## src/rtl/nandc_wb_arbiter_n.sv

```systemverilog
// Wishbone N-master to single-slave arbiter: non-preemptive grant, fixed priority
// (highest index wins) or round-robin, with one idle cycle between consecutive grants.
module nandc_wb_arbiter_n #(
  parameter int NUM_MASTERS = 2,
  parameter int DW          = 32,
  parameter int AW          = 32,
  parameter int RR_EN       = 0
) (
  input  logic                          wb_clk,
  input  logic                          wb_rst,
  input  logic [3*NUM_MASTERS-1:0]      m_cti_i,
  input  logic [2*NUM_MASTERS-1:0]      m_bte_i,
  input  logic [AW*NUM_MASTERS-1:0]     m_adr_i,
  input  logic [DW*NUM_MASTERS-1:0]     m_dat_i,
  input  logic [(DW/8)*NUM_MASTERS-1:0] m_sel_i,
  input  logic [NUM_MASTERS-1:0]        m_cyc_i,
  input  logic [NUM_MASTERS-1:0]        m_stb_i,
  input  logic [NUM_MASTERS-1:0]        m_we_i,
  output logic [DW*NUM_MASTERS-1:0]     m_dat_o,
  output logic [NUM_MASTERS-1:0]        m_ack_o,
  output logic [2:0]                    s_cti_o,
  output logic [1:0]                    s_bte_o,
  output logic [AW-1:0]                 s_adr_o,
  output logic [DW-1:0]                 s_dat_o,
  output logic [DW/8-1:0]               s_sel_o,
  output logic                          s_cyc_o,
  output logic                          s_stb_o,
  output logic                          s_we_o,
  input  logic [DW-1:0]                 s_dat_i,
  input  logic                          s_ack_i,
  output logic [NUM_MASTERS-1:0]        gnt_o
);

  localparam int SW = DW / 8;
  localparam int IW = (NUM_MASTERS > 1) ? $clog2(NUM_MASTERS) : 1;
  localparam logic [IW-1:0] LAST_RST = IW'(NUM_MASTERS - 1);

  // Handshake: a master owns the slave from grant until it drops cyc. While it
  // owns the bus each beat is stb (valid) qualified by s_ack_i (ready) and
  // completes on the wb_clk edge where both are high; only the owner sees ack.
  typedef enum logic {
    IDLE  = 1'b0,
    GRANT = 1'b1
  } state_t;

  state_t                  state_q, state_d;
  logic [NUM_MASTERS-1:0]  gnt_q, gnt_d;
  logic [IW-1:0]           last_q, last_d;
  logic [IW-1:0]           gnt_idx;
  logic [IW-1:0]           win_fp;
  logic [IW-1:0]           win_rr;
  logic [IW-1:0]           win;
  logic                    rr_found;
  int                      rr_idx;

  always_comb begin
    gnt_idx = '0;
    for (int k = 0; k < NUM_MASTERS; k++) begin
      if (gnt_q[k]) gnt_idx = IW'(k);
    end
  end

  // Later matches overwrite earlier ones, so the highest requesting index wins.
  always_comb begin
    win_fp = '0;
    for (int k = 0; k < NUM_MASTERS; k++) begin
      if (m_cyc_i[k]) win_fp = IW'(k);
    end
  end

  always_comb begin
    win_rr   = last_q;
    rr_found = 1'b0;
    rr_idx   = 0;
    for (int s = 1; s <= NUM_MASTERS; s++) begin
      rr_idx = (int'(last_q) + s) % NUM_MASTERS;
      if (!rr_found && m_cyc_i[rr_idx]) begin
        win_rr   = IW'(rr_idx);
        rr_found = 1'b1;
      end
    end
  end

  assign win = (RR_EN != 0) ? win_rr : win_fp;

  always_ff @(posedge wb_clk or posedge wb_rst) begin
    if (wb_rst) begin
      state_q <= IDLE;
      gnt_q   <= '0;
      last_q  <= LAST_RST;
    end else begin
      state_q <= state_d;
      gnt_q   <= gnt_d;
      last_q  <= last_d;
    end
  end

  always_comb begin
    state_d = state_q;
    gnt_d   = gnt_q;
    last_d  = last_q;
    case (state_q)
      IDLE: begin
        if (|m_cyc_i) begin
          state_d      = GRANT;
          gnt_d        = '0;
          gnt_d[win]   = 1'b1;
        end
      end
      GRANT: begin
        // Other requesters are ignored until the owner drops cyc.
        if (!m_cyc_i[gnt_idx]) begin
          state_d = IDLE;
          gnt_d   = '0;
          last_d  = gnt_idx;
        end
      end
      default: begin
        state_d = IDLE;
        gnt_d   = '0;
      end
    endcase
  end

  always_comb begin
    s_cti_o = '0;
    s_bte_o = '0;
    s_adr_o = '0;
    s_dat_o = '0;
    s_sel_o = '0;
    s_cyc_o = 1'b0;
    s_stb_o = 1'b0;
    s_we_o  = 1'b0;
    if (state_q == GRANT) begin
      s_cti_o = m_cti_i[gnt_idx*3 +: 3];
      s_bte_o = m_bte_i[gnt_idx*2 +: 2];
      s_adr_o = m_adr_i[gnt_idx*AW +: AW];
      s_dat_o = m_dat_i[gnt_idx*DW +: DW];
      s_sel_o = m_sel_i[gnt_idx*SW +: SW];
      s_cyc_o = m_cyc_i[gnt_idx];
      s_stb_o = m_stb_i[gnt_idx];
      s_we_o  = m_we_i[gnt_idx];
    end
  end

  assign m_ack_o = gnt_q & {NUM_MASTERS{s_ack_i}};
  assign gnt_o   = gnt_q;

  for (genvar k = 0; k < NUM_MASTERS; k++) begin : g_rdata
    assign m_dat_o[k*DW +: DW] = gnt_q[k] ? s_dat_i : '0;
  end

endmodule

```

## config.mk

```make
export PLATFORM = sky130hd
export DESIGN_NAME = nandc_wb_arbiter_n
export DESIGN_NICKNAME = d
export VERILOG_FILES = /design/src/rtl/nandc_wb_arbiter_n.sv
export SDC_FILE = /design/constraint.sdc
export NUM_CORES = 1
export LEC_CHECK = 0
export ABC_AREA = 1
export CAP_MARGIN = 10
export CORE_AREA = 3 3 129 131
export CTS_CLUSTER_DIAMETER = 40
export DETAILED_ROUTE_END_ITERATION = 8
export DIE_AREA = 0 0 132 134
export PLACE_DENSITY = 0.58
export SYNTH_ARGS = -nofsm -noshare
export SYNTH_HDL_FRONTEND = slang
export SYNTH_SLANG_ARGS = --single-unit
```

## constraint.sdc

```tcl
create_clock -name wb_clk -period 3.3 [get_ports wb_clk]
set_input_delay 0.66 -clock wb_clk [delete_from_list [all_inputs] [get_ports wb_clk]]
set_output_delay 0.66 -clock wb_clk [all_outputs]
set_load 0.1 [all_outputs]
```

======== Yosys cells after proc, flatten, opt, wreduce, memory -nomap -nowiden ========
Index checks and enable logic that the tools add are counted.
storage, ports and cells
  input port bits ......................... 187
  latch bits .............................. 0
  memories ................................ 0
  output and inout port bits .............. 144
  memory bits (read-only) ................. 0
  register bits after elaboration ......... 3
  bits in writable memories ............... 0
  logic and storage cells ................. 44
operators by class
  $lt $le $gt $ge ......................... 3
  shift-type cells ........................ 5
  add/sub/neg operators ................... 0
  divide/modulo/power cells ............... 0
  muxes and demuxes ....................... 26
  reduce and logical (&&, ||, !) cells .... 3
  $mul .................................... 1
  equality and inequality tests ........... 2
  bitwise gates (word level) .............. 2
operators by type and width
  kind                                                                          number
  32-bit two-way mux                                                            4
  64-bit by 7-bit variable part select with 32-bit output                       2
  1-bit two-way mux                                                             14
  8-bit by 4-bit variable part select with 4-bit output                         1
  2-bit two-way mux                                                             3
  6-bit by 4-bit variable part select with 3-bit output                         1
  1-bit by 2-bit less-than comparator with 1-bit output, second input constant  2
  4-bit two-way mux                                                             1
  2-bit inequality test, second input constant                                  2
  2-bit case mux with 2 select lines                                            1
  4-bit by 3-bit variable part select with 2-bit output                         1
  1-bit by 2-bit multiplier with 3-bit output, second input constant            1
  3-bit two-way mux                                                             1
  2-bit AND                                                                     1
  1-bit case mux with 2 select lines                                            1
  2-bit AND reduction                                                           1
  2-bit OR reduction                                                            1
  1-bit demux with 1-bit select                                                 1
  1-bit >= comparator, second input constant                                    1
  1-bit logical AND                                                             1
  1-bit NOT                                                                     1

======== Depth between registers and ports, before layout ========
Gate-level depths: netlist of run 1.
  depth in word-level cells ............... 7
  depth in mapped cells ................... 7
  mapped depth without buffers ............ 6

======== Worst setup path after synthesis of run 1 ========
Ideal clock, no wire load.
  path kind ............................... register to output
  from .................................... register gnt_q[1] (netlist: gnt_o[1])
  to ...................................... output port s_adr_o[15]
  data arrival time ....................... 2.154 ns
  required time ........................... 2.640 ns
  cell stages (with the launch flop) ...... 7
  path slack .............................. 0.486 ns
  path through ............................ dfrtp_1 buf_6 inv_4 buf_8 buf_6 nor2_2 nor2_1
on the way
  cells in the longest elaborated chain, start to end .. 3
RTL lines
  item                                                     RTL line  RTL
  start: declaration                                       47        logic [NUM_MASTERS-1:0] gnt_q, gnt_d;
  start signal: assignment                                 93        gnt_q <= gnt_d;
  1-bit two-way mux                                        59        if (gnt_q[k]) gnt_idx = IW'(k);
  64-bit by 7-bit variable part select with 32-bit output  137       s_adr_o = m_adr_i[gnt_idx*AW +: AW];
  32-bit two-way mux                                       134       if (state_q == GRANT) begin
  end: declaration                                         23        output logic [AW-1:0] s_adr_o,
Every way passes these cells.

======== Worst setup path in the final report of run 1 ========
  from .................................... register gnt_q[1] (netlist: gnt_o[1])
  to ...................................... output port s_cti_o[0]
on the way
  cells in the longest elaborated chain, start to end .. 4
RTL lines
  item                                                   RTL line  RTL
  1-bit two-way mux                                      59
  1-bit by 2-bit multiplier with 3-bit output            135       s_cti_o = m_cti_i[gnt_idx*3 +: 3];
  6-bit by 4-bit variable part select with 3-bit output  135
  3-bit two-way mux                                      134
  end: declaration                                       21        output logic [2:0] s_cti_o,
Every way passes these cells.

==> flow_metrics.tcl, run 1 <==
set metrics [dict create \
    grt_overflow 0 \
    via_per_inst 3.751 \
    maxCapViolCount 0 \
    num_rows 46 \
    tns_ps 0 \
    critPathRequiredTime_ps 2640 \
    fmax_mhz 398.3 \
    cts_tree "built" \
    gp_congestion 0.7449 \
    path_cells "inv_4 > buf_12 > nor2_1 > nor2_1 > buf_12" \
    start_util 0.1179 \
    synth_warnings 0 \
    critPathSlowestCell "dfrtp_4" \
    grt_pass1_vias 3380 \
    synth-seq-cells 3 \
    end_kind "output pin" \
    start_kind "register" \
    fin_nets 907 \
    yosysSeqAreaShare 0.04054 \
    cts_buffers 3 \
    multi_input_area_um2 1290 \
    outcome "finished, final reports clean" \
    die_h_um 134 \
    path_class "reg -> out" \
    setup_viol 0 \
    core-area_um2 15710 \
    netlist_area_um2 1852 \
    syn_nets 599 \
    detail-route-antenna-nets 0 \
    io_pins 331 \
    cts-hold-fix-buffers 0 \
    die_w_um 132 \
    rsz0062_at_grt "no" \
    cts.sinks 3 \
    n_fill_cell 1663 \
    cts_buffer_depth 2 \
    postSynthCellCount 412 \
    drv_slew 0 \
    drt-total-wl_mm 12.12 \
    drc_errors 0 \
    critical-path-max-stage-delay_ps 490 \
    ctsRootBufferMaster "clkbuf_16" \
    htreeDepth 1 \
    syn_avg_cell_area_um2 4.495 \
    post-route-period-util 0.7608 \
    io_buffer_count 330 \
    die-area_um2 17690 \
    arrival_ps 1850 \
    drt_iter0_markers 85 \
    fin_util 0.3790 \
    drive_gt1_frac 0.2448 \
    worstMarginPinSlew_ps 661.6 \
    dr.pass1.iters 4 \
    seq_area_um2 80.08 \
    hold_class "in -> async" \
    dr_total_vias 3507 \
    grt_pass1_wl_mm 18.26 \
    path_max_fanout 36 \
    grt_antenna_before_repair 0 \
    area_growth_pct 221.6 \
    period_needed_ps 2511 \
    post-cts-setup-buffers 0 \
    clk_latency_ps 220 \
    ys_types 15 \
    grt_max_degree 112 \
    wl_per_cell_um 12.96 \
    diodes 0 \
    clk_pin_slew_worst_paths_ps 30 \
    skew_ps 0.9493 \
    grt_usage 0.1250 \
    max_slew_margin 0.5589 \
    dpl.hpwl_mm 9.705 \
    cts_resized 0 \
    hold_viol 0 \
]
-- layout make-up --
type | count | area share
Timing Repair Buffer | 336 | 0.6655
Inverter | 72 | 0.04580
Sequential cell | 3 | 0.01345
Multi-Input combinational cell | 304 | 0.2166
Tap cell | 216 | 0.04538
Clock buffer | 4 | 0.01324
-- cell families (layout without fill, tap and decap cells) --
| group | after synthesis | in the layout | synth area share |
|---|---|---|---|
| buffers and inverters | 105 | 412 | 0.2628 |
| flip-flops | 3 | 3 | 0.04054 |
| AO/OA/AOI/OAI | 76 | 76 | 0.2054 |
| AND/OR/NAND/NOR | 228 | 228 | 0.4912 |
-- cells in the final DEF (no fill, tap or decap) --
cell type / Yosys / layout
nor2_2: 20 / 20
dfrtp_2: 0 / 1
nand2_1: 75 / 75
clkbuf_16: 0 / 3
inv_4: 1 / 1
inv_1: 71 / 71
dfrtp_4: 0 / 1
buf_12: 0 / 78
o21ai_1: 5 / 5
dfrtp_1: 3 / 1
nand3_1: 3 / 3
clkdlybuf4s50_1: 0 / 186
clkbuf_1: 7 / 1
buf_4: 4 / 72
o21ai_0: 71 / 71
nor2_1: 130 / 130
-- flip-flops by register name (all words and copies together), names as in the netlist --
signal,count
gnt_o,2
state_q,1
-- cells in the mapped netlist (all sizes together) --
library cell,count,share of area
nand3,3,0.0081
buf,22,0.091
inv,72,0.15
nand2,75,0.15
o21ai,76,0.21
nor2,150,0.33
dfrtp,3,0.041
clkbuf,11,0.025
-- per-layer routing --
layer / vias up / global-route usage / wire length, um
li1: 1827 / - / -
met3: 2 / 0.03788 / 1141
met5: - / 0 / 0
met1: 1475 / 0.1475 / 4817
met4: 0 / 0.009335 / 29
met2: 203 / 0.2323 / 6133
-- metrics by stage --
| step | worst slack [ps] | instances | hold WS (ps) | cell area, um^2 |
|---|---|---|---|---|
| after floorplan | 486.1 | 412 | 413.6 | 1852 |
| after global placement | 904.3 | 931 | 853.6 | 5877 |
| after detailed placement | 907.2 | 931 | 848.7 | 5877 |
| after CTS | 739.2 | 935 | 620.4 | 5956 |
| after global routing | 680.0 | 935 | 670.2 | 5956 |
| final | 789.2 | 935 | 619.9 | 5956 |
-- worst max-delay path: cells and delay by family, from the launching register on --
kind                   cells  cell delay [ps]
buffers and inverters      3              830
and+or+nand+nor            2              280
DFF                        1              490
-- path summary, 6_finish.rpt --
kind                          start          to  slack, ps  depth (start not counted)
min in group wb_clk        gnt_o[0]    gnt_o[0]        870                          2
max reg2reg                gnt_o[1]    gnt_o[0]       1680                          7
min                          wb_rst    gnt_o[1]        620                          2
max in group asynchronous    wb_rst    gnt_o[1]       2530                          2
min reg2reg                gnt_o[0]    gnt_o[0]        870                          2
max                        gnt_o[1]  s_cti_o[0]        790                          5
Power of run 1 is not shown: default switching activity piles up to over one toggle a cycle in this logic, so the estimate is an artifact.
==> run 2: changes to the inputs <==
--- a/config.mk
+++ b/config.mk
@@ -7,11 +7,11 @@
 export LEC_CHECK = 0
 export ABC_AREA = 1
 export CAP_MARGIN = 10
-export CORE_AREA = 3 3 129 131
+export CORE_AREA = 3 3 126 128
 export CTS_CLUSTER_DIAMETER = 40
 export DETAILED_ROUTE_END_ITERATION = 8
-export DIE_AREA = 0 0 132 134
-export PLACE_DENSITY = 0.58
+export DIE_AREA = 0 0 129 131
+export PLACE_DENSITY = 0.62
 export SYNTH_ARGS = -nofsm -noshare
 export SYNTH_HDL_FRONTEND = slang
 export SYNTH_SLANG_ARGS = --single-unit
==> constraint.sdc (replaced) <==
create_clock -name wb_clk -period 2.3 [get_ports wb_clk]
set_input_delay 0.46 -clock wb_clk [delete_from_list [all_inputs] [get_ports wb_clk]]
set_output_delay 0.46 -clock wb_clk [all_outputs]
set_load 0.1 [all_outputs]
==> run 2 against run 1 <==
Count of clock-buffer cells in the layout is the same. Global-route usage grew 1.2 points. First-iteration DRC count grew 20%. Routed wire length grew 7.3%. Non-clock buffer count grew 4. Register-to-register slack lost 650 ps. Via count grew 1.3%. Critical path type unchanged. Highest routed layer unchanged.
==> flow_metrics.tcl, run 2 (same netlist as run 1, synthesis figures left out) <==
set metrics [dict create \
    dpl.hpwl_mm 10.98 \
    core-area_um2 14980 \
    cts_tree "built" \
    cts.sinks 3 \
    worstMarginPinSlew_ps 628.9 \
    path_cells "inv_4 > buf_12 > nor2_1 > nor2_2 > buf_12" \
    cpMostUsedCell "buf_12" \
    wl_per_cell_um 14.27 \
    crit_buf_inv 3 \
    area_growth_pct 278.9 \
    grt_pass1_wl_mm 18.61 \
    num_rows 45 \
    maxCapViolCount 0 \
    setup_viol 0 \
    start_util 0.1236 \
    max_slew_margin 0.5807 \
    layout_common_cells "clkdlybuf4s50_1 (186), buf_12 (148), nor2_2 (95)" \
    drive_gt1_frac 0.3541 \
    end_kind "output pin" \
    start_kind "register" \
    io_buffer_count 330 \
    arrival_ps 1700 \
    drv_slew 0 \
    hold_viol 0 \
    cts-hold-fix-buffers 0 \
    r2r_slack_ps 1030 \
    post-cts-setup-buffers 0 \
    cts_buffers 3 \
    detail-route-antenna-nets 0 \
    drt-total-wl_mm 13.00 \
    grt_antenna_before_repair 0 \
    die-area_um2 16900 \
    ctsRootBufferMaster "clkbuf_16" \
    cts_resized 0 \
    die_h_um 131 \
    path_class "reg -> out" \
    gp_congestion 0.7861 \
    critPathSlowestCell "dfrtp_4" \
    dr_total_vias 3552 \
    via_per_inst 3.899 \
    clk_latency_ps 230 \
    clk_pin_slew_worst_paths_ps 30 \
    fmax_mhz 462.3 \
    tns_ps 0 \
    grt_max_degree 57 \
    grt_pass1_vias 3471 \
    cts_buffer_depth 2 \
    critical-path-max-stage-delay_ps 500 \
    largest_reg_flops 2 \
    drt_iter0_markers 102 \
    critPathRequiredTime_ps 1840 \
    htreeDepth 1 \
    outcome "finished, final reports clean" \
    final_common_cell "clkdlybuf4s50_1" \
    dr.pass1.iters 4 \
    post-route-period-util 0.9404 \
    path_delay_family "buffers and inverters" \
    fin_nets 911 \
    drc_errors 0 \
    skew_ps 0.4632 \
    rsz0062_at_grt "no" \
    grt_usage 0.1366 \
    diodes 0 \
    die_w_um 129 \
    period_needed_ps 2163 \
    grt_overflow 0 \
    hold_class "in -> async" \
    path_max_fanout 28 \
    io_pins 331 \
]
## run 2: cell types whose count changed in the layout (fill, tap and decap cells not counted), sizes merged
| cell | previous run | this run |
|---|---|---|
| buf | 150 | 154 |
## run 2: metrics by stage
stage	utilization	setup slack (ps)	hold slack [ps]	instance area, um^2	std cells
floorplan	-	80.89	213.6	2041	412
global placement	0.4632	262.6	637.5	6937	907
detailed placement	0.4632	251.0	635.8	6937	907
CTS	0.4684	113.3	394.4	7015	911
global route	0.4684	68.61	420.6	7015	911
finish	0.4684	137.1	396.0	7015	911
## run 2: per-layer routing
| layer | part of all wire | track usage | vias up |
|---|---|---|---|
| li1 | - | - | 1838 |
| met1 | 0.37 | 0.1594 | 1528 |
| met2 | 0.52 | 0.2500 | 179 |
| met3 | 0.098 | 0.04390 | 7 |
| met4 | 0.0078 | 0.01853 | 0 |
| met5 | 0 | 0 | - |
## run 2: path summary, 6_finish.rpt
kind,endpoint,start,cells past startpoint
max,s_dat_o[24],gnt_o[1],5
min,state_q,wb_rst,2
max reg2reg,gnt_o[0],gnt_o[1],6
min reg2reg,state_q,state_q,3
max in group asynchronous,gnt_o[1],wb_rst,2
min in group wb_clk,state_q,state_q,3
## run 2: area by class of cell
cell class	count	area, um^2
clock buffer	4	78.83
fill	1399	7961
inverter	72	272.8
multi-input combinational	304	1478
sequential	3	81.33
tap	188	235.2
timing repair buffer	340	4870
Power of run 2 is left out for the same reason.
==> run 3: changes to the inputs <==
--- a/config.mk
+++ b/config.mk
@@ -12,6 +12,8 @@
 export DETAILED_ROUTE_END_ITERATION = 8
 export DIE_AREA = 0 0 129 131
 export PLACE_DENSITY = 0.62
+export REMOVE_ABC_BUFFERS = 1
+export SLEW_MARGIN = 20
 export SYNTH_ARGS = -nofsm -noshare
 export SYNTH_HDL_FRONTEND = slang
 export SYNTH_SLANG_ARGS = --single-unit
==> run 3 against run 2 <==
Sequential cell count unchanged. Utilization down 1.4 points. Setup slack worse by 22 ps. Die area unchanged. Critical endpoint is now s_dat_o[13].
==> flow_metrics.tcl, run 3 (same netlist as run 1, synthesis figures left out) <==
set metrics [dict create \
    hold_viol 0 \
    path_max_fanout 19 \
    via_per_inst 3.891 \
    grt_pass1_wl_mm 18.85 \
    drive_gt1_frac 0.2469 \
    hold_class "in -> async" \
    stdcell_count 909 \
    drv_slew 0 \
    io_buffer_count 330 \
    core-area_um2 14980 \
    largest_reg_flops 2 \
    cts.sinks 3 \
    clk_pin_slew_worst_paths_ps 30 \
    n_fill_cell 1450 \
    htreeDepth 1 \
    fin_util 0.4548 \
    area_growth_pct 267.8 \
    fmax_mhz 457.7 \
    grt_antenna_before_repair 0 \
    cts-hold-fix-buffers 0 \
    critPathRequiredTime_ps 1840 \
    die_w_um 129 \
    dpl.hpwl_mm 11.15 \
    period_needed_ps 2185 \
    grt_pass1_vias 3371 \
    diodes 0 \
    layout_setup_ws_ps 115.2 \
    wl_per_cell_um 14.80 \
    arrival_ps 1720 \
    drt_iter0_markers 127 \
    grt_max_degree 99 \
    end_kind "output pin" \
    final_common_cell "clkdlybuf4s50_1" \
    layout_common_cells "clkdlybuf4s50_1 (186), buf_12 (148), nor2_1 (130)" \
    cts_buffers 3 \
    post-cts-setup-buffers 0 \
    cts_resized 0 \
    cts_buffer_depth 2 \
    worstMarginPinSlew_ps 391.5 \
    die_h_um 131 \
    pre_cts_slack_ps 297.1 \
    drt-total-wl_mm 13.45 \
    cts_tree "built" \
    grt_usage 0.1408 \
    rsz0062_at_grt "no" \
    io_pins 331 \
    post-route-period-util 0.9499 \
    gp_congestion 0.7699 \
    ctsRootBufferMaster "clkbuf_16" \
    dr.pass1.iters 4 \
    start_kind "register" \
    num_rows 45 \
    clk_latency_ps 220 \
    outcome "finished, final reports clean" \
    start_util 0.1236 \
    grt_overflow 0 \
    skew_ps 0.5649 \
    detail-route-antenna-nets 0 \
    setup_viol 0 \
    maxCapViolCount 0 \
    tns_ps 0 \
    max_slew_margin 0.7390 \
    die-area_um2 16900 \
    path_class "reg -> out" \
    drc_errors 0 \
    placed_cells 905 \
    dr_total_vias 3537 \
    fin_nets 909 \
]
## run 3: metrics by stage
stage | hold slack [ps] | area, um^2
3_5_place_dp | 641.6 | 6733
6_report | 408.1 | 6812
3_3_place_gp | 637.1 | 6733
2_1_floorplan | 213.6 | 1638
4_1_cts | 412.7 | 6812
5_1_grt | 422.7 | 6812
## run 3: final cells by class
cell class,count,area [um^2],share of cell area
Multi-Input combinational cell,304,1290,0.1894
Clock buffer,4,78.83,0.01157
Tap cell,188,235.2,0.03453
Sequential cell,3,80.08,0.01176
Inverter,72,272.8,0.04004
Timing Repair Buffer,338,4855,0.7127
## run 3: critical path: stages, from the launching register on
cell,delay [ps]
dfrtp_4,490
inv_4,230
buf_12,190
nor2_1,70
nor2_1,290
buf_12,220
## run 3: path summary, 6_finish.rpt
| path | start | end | slack, ps | cells after the start |
|---|---|---|---|---|
| max reg2reg | gnt_o[1] | gnt_o[0] | 800 | 7 |
| min reg2reg | gnt_o[0] | gnt_o[0] | 800 | 3 |
| max in group asynchronous | wb_rst | gnt_o[1] | 1750 | 2 |
| min | wb_rst | gnt_o[1] | 410 | 2 |
| min in group wb_clk | gnt_o[0] | gnt_o[0] | 800 | 3 |
| max | gnt_o[1] | s_dat_o[13] | 120 | 5 |
## run 3: routing by layer
metal,global-route usage,part of all wire,vias to the layer above
met5,0,0,-
met4,0.02038,0.0088,0
met3,0.06301,0.13,6
met2,0.2314,0.47,205
met1,0.1743,0.39,1494
li1,-,-,1832
Power of run 3 is left out for the same reason.
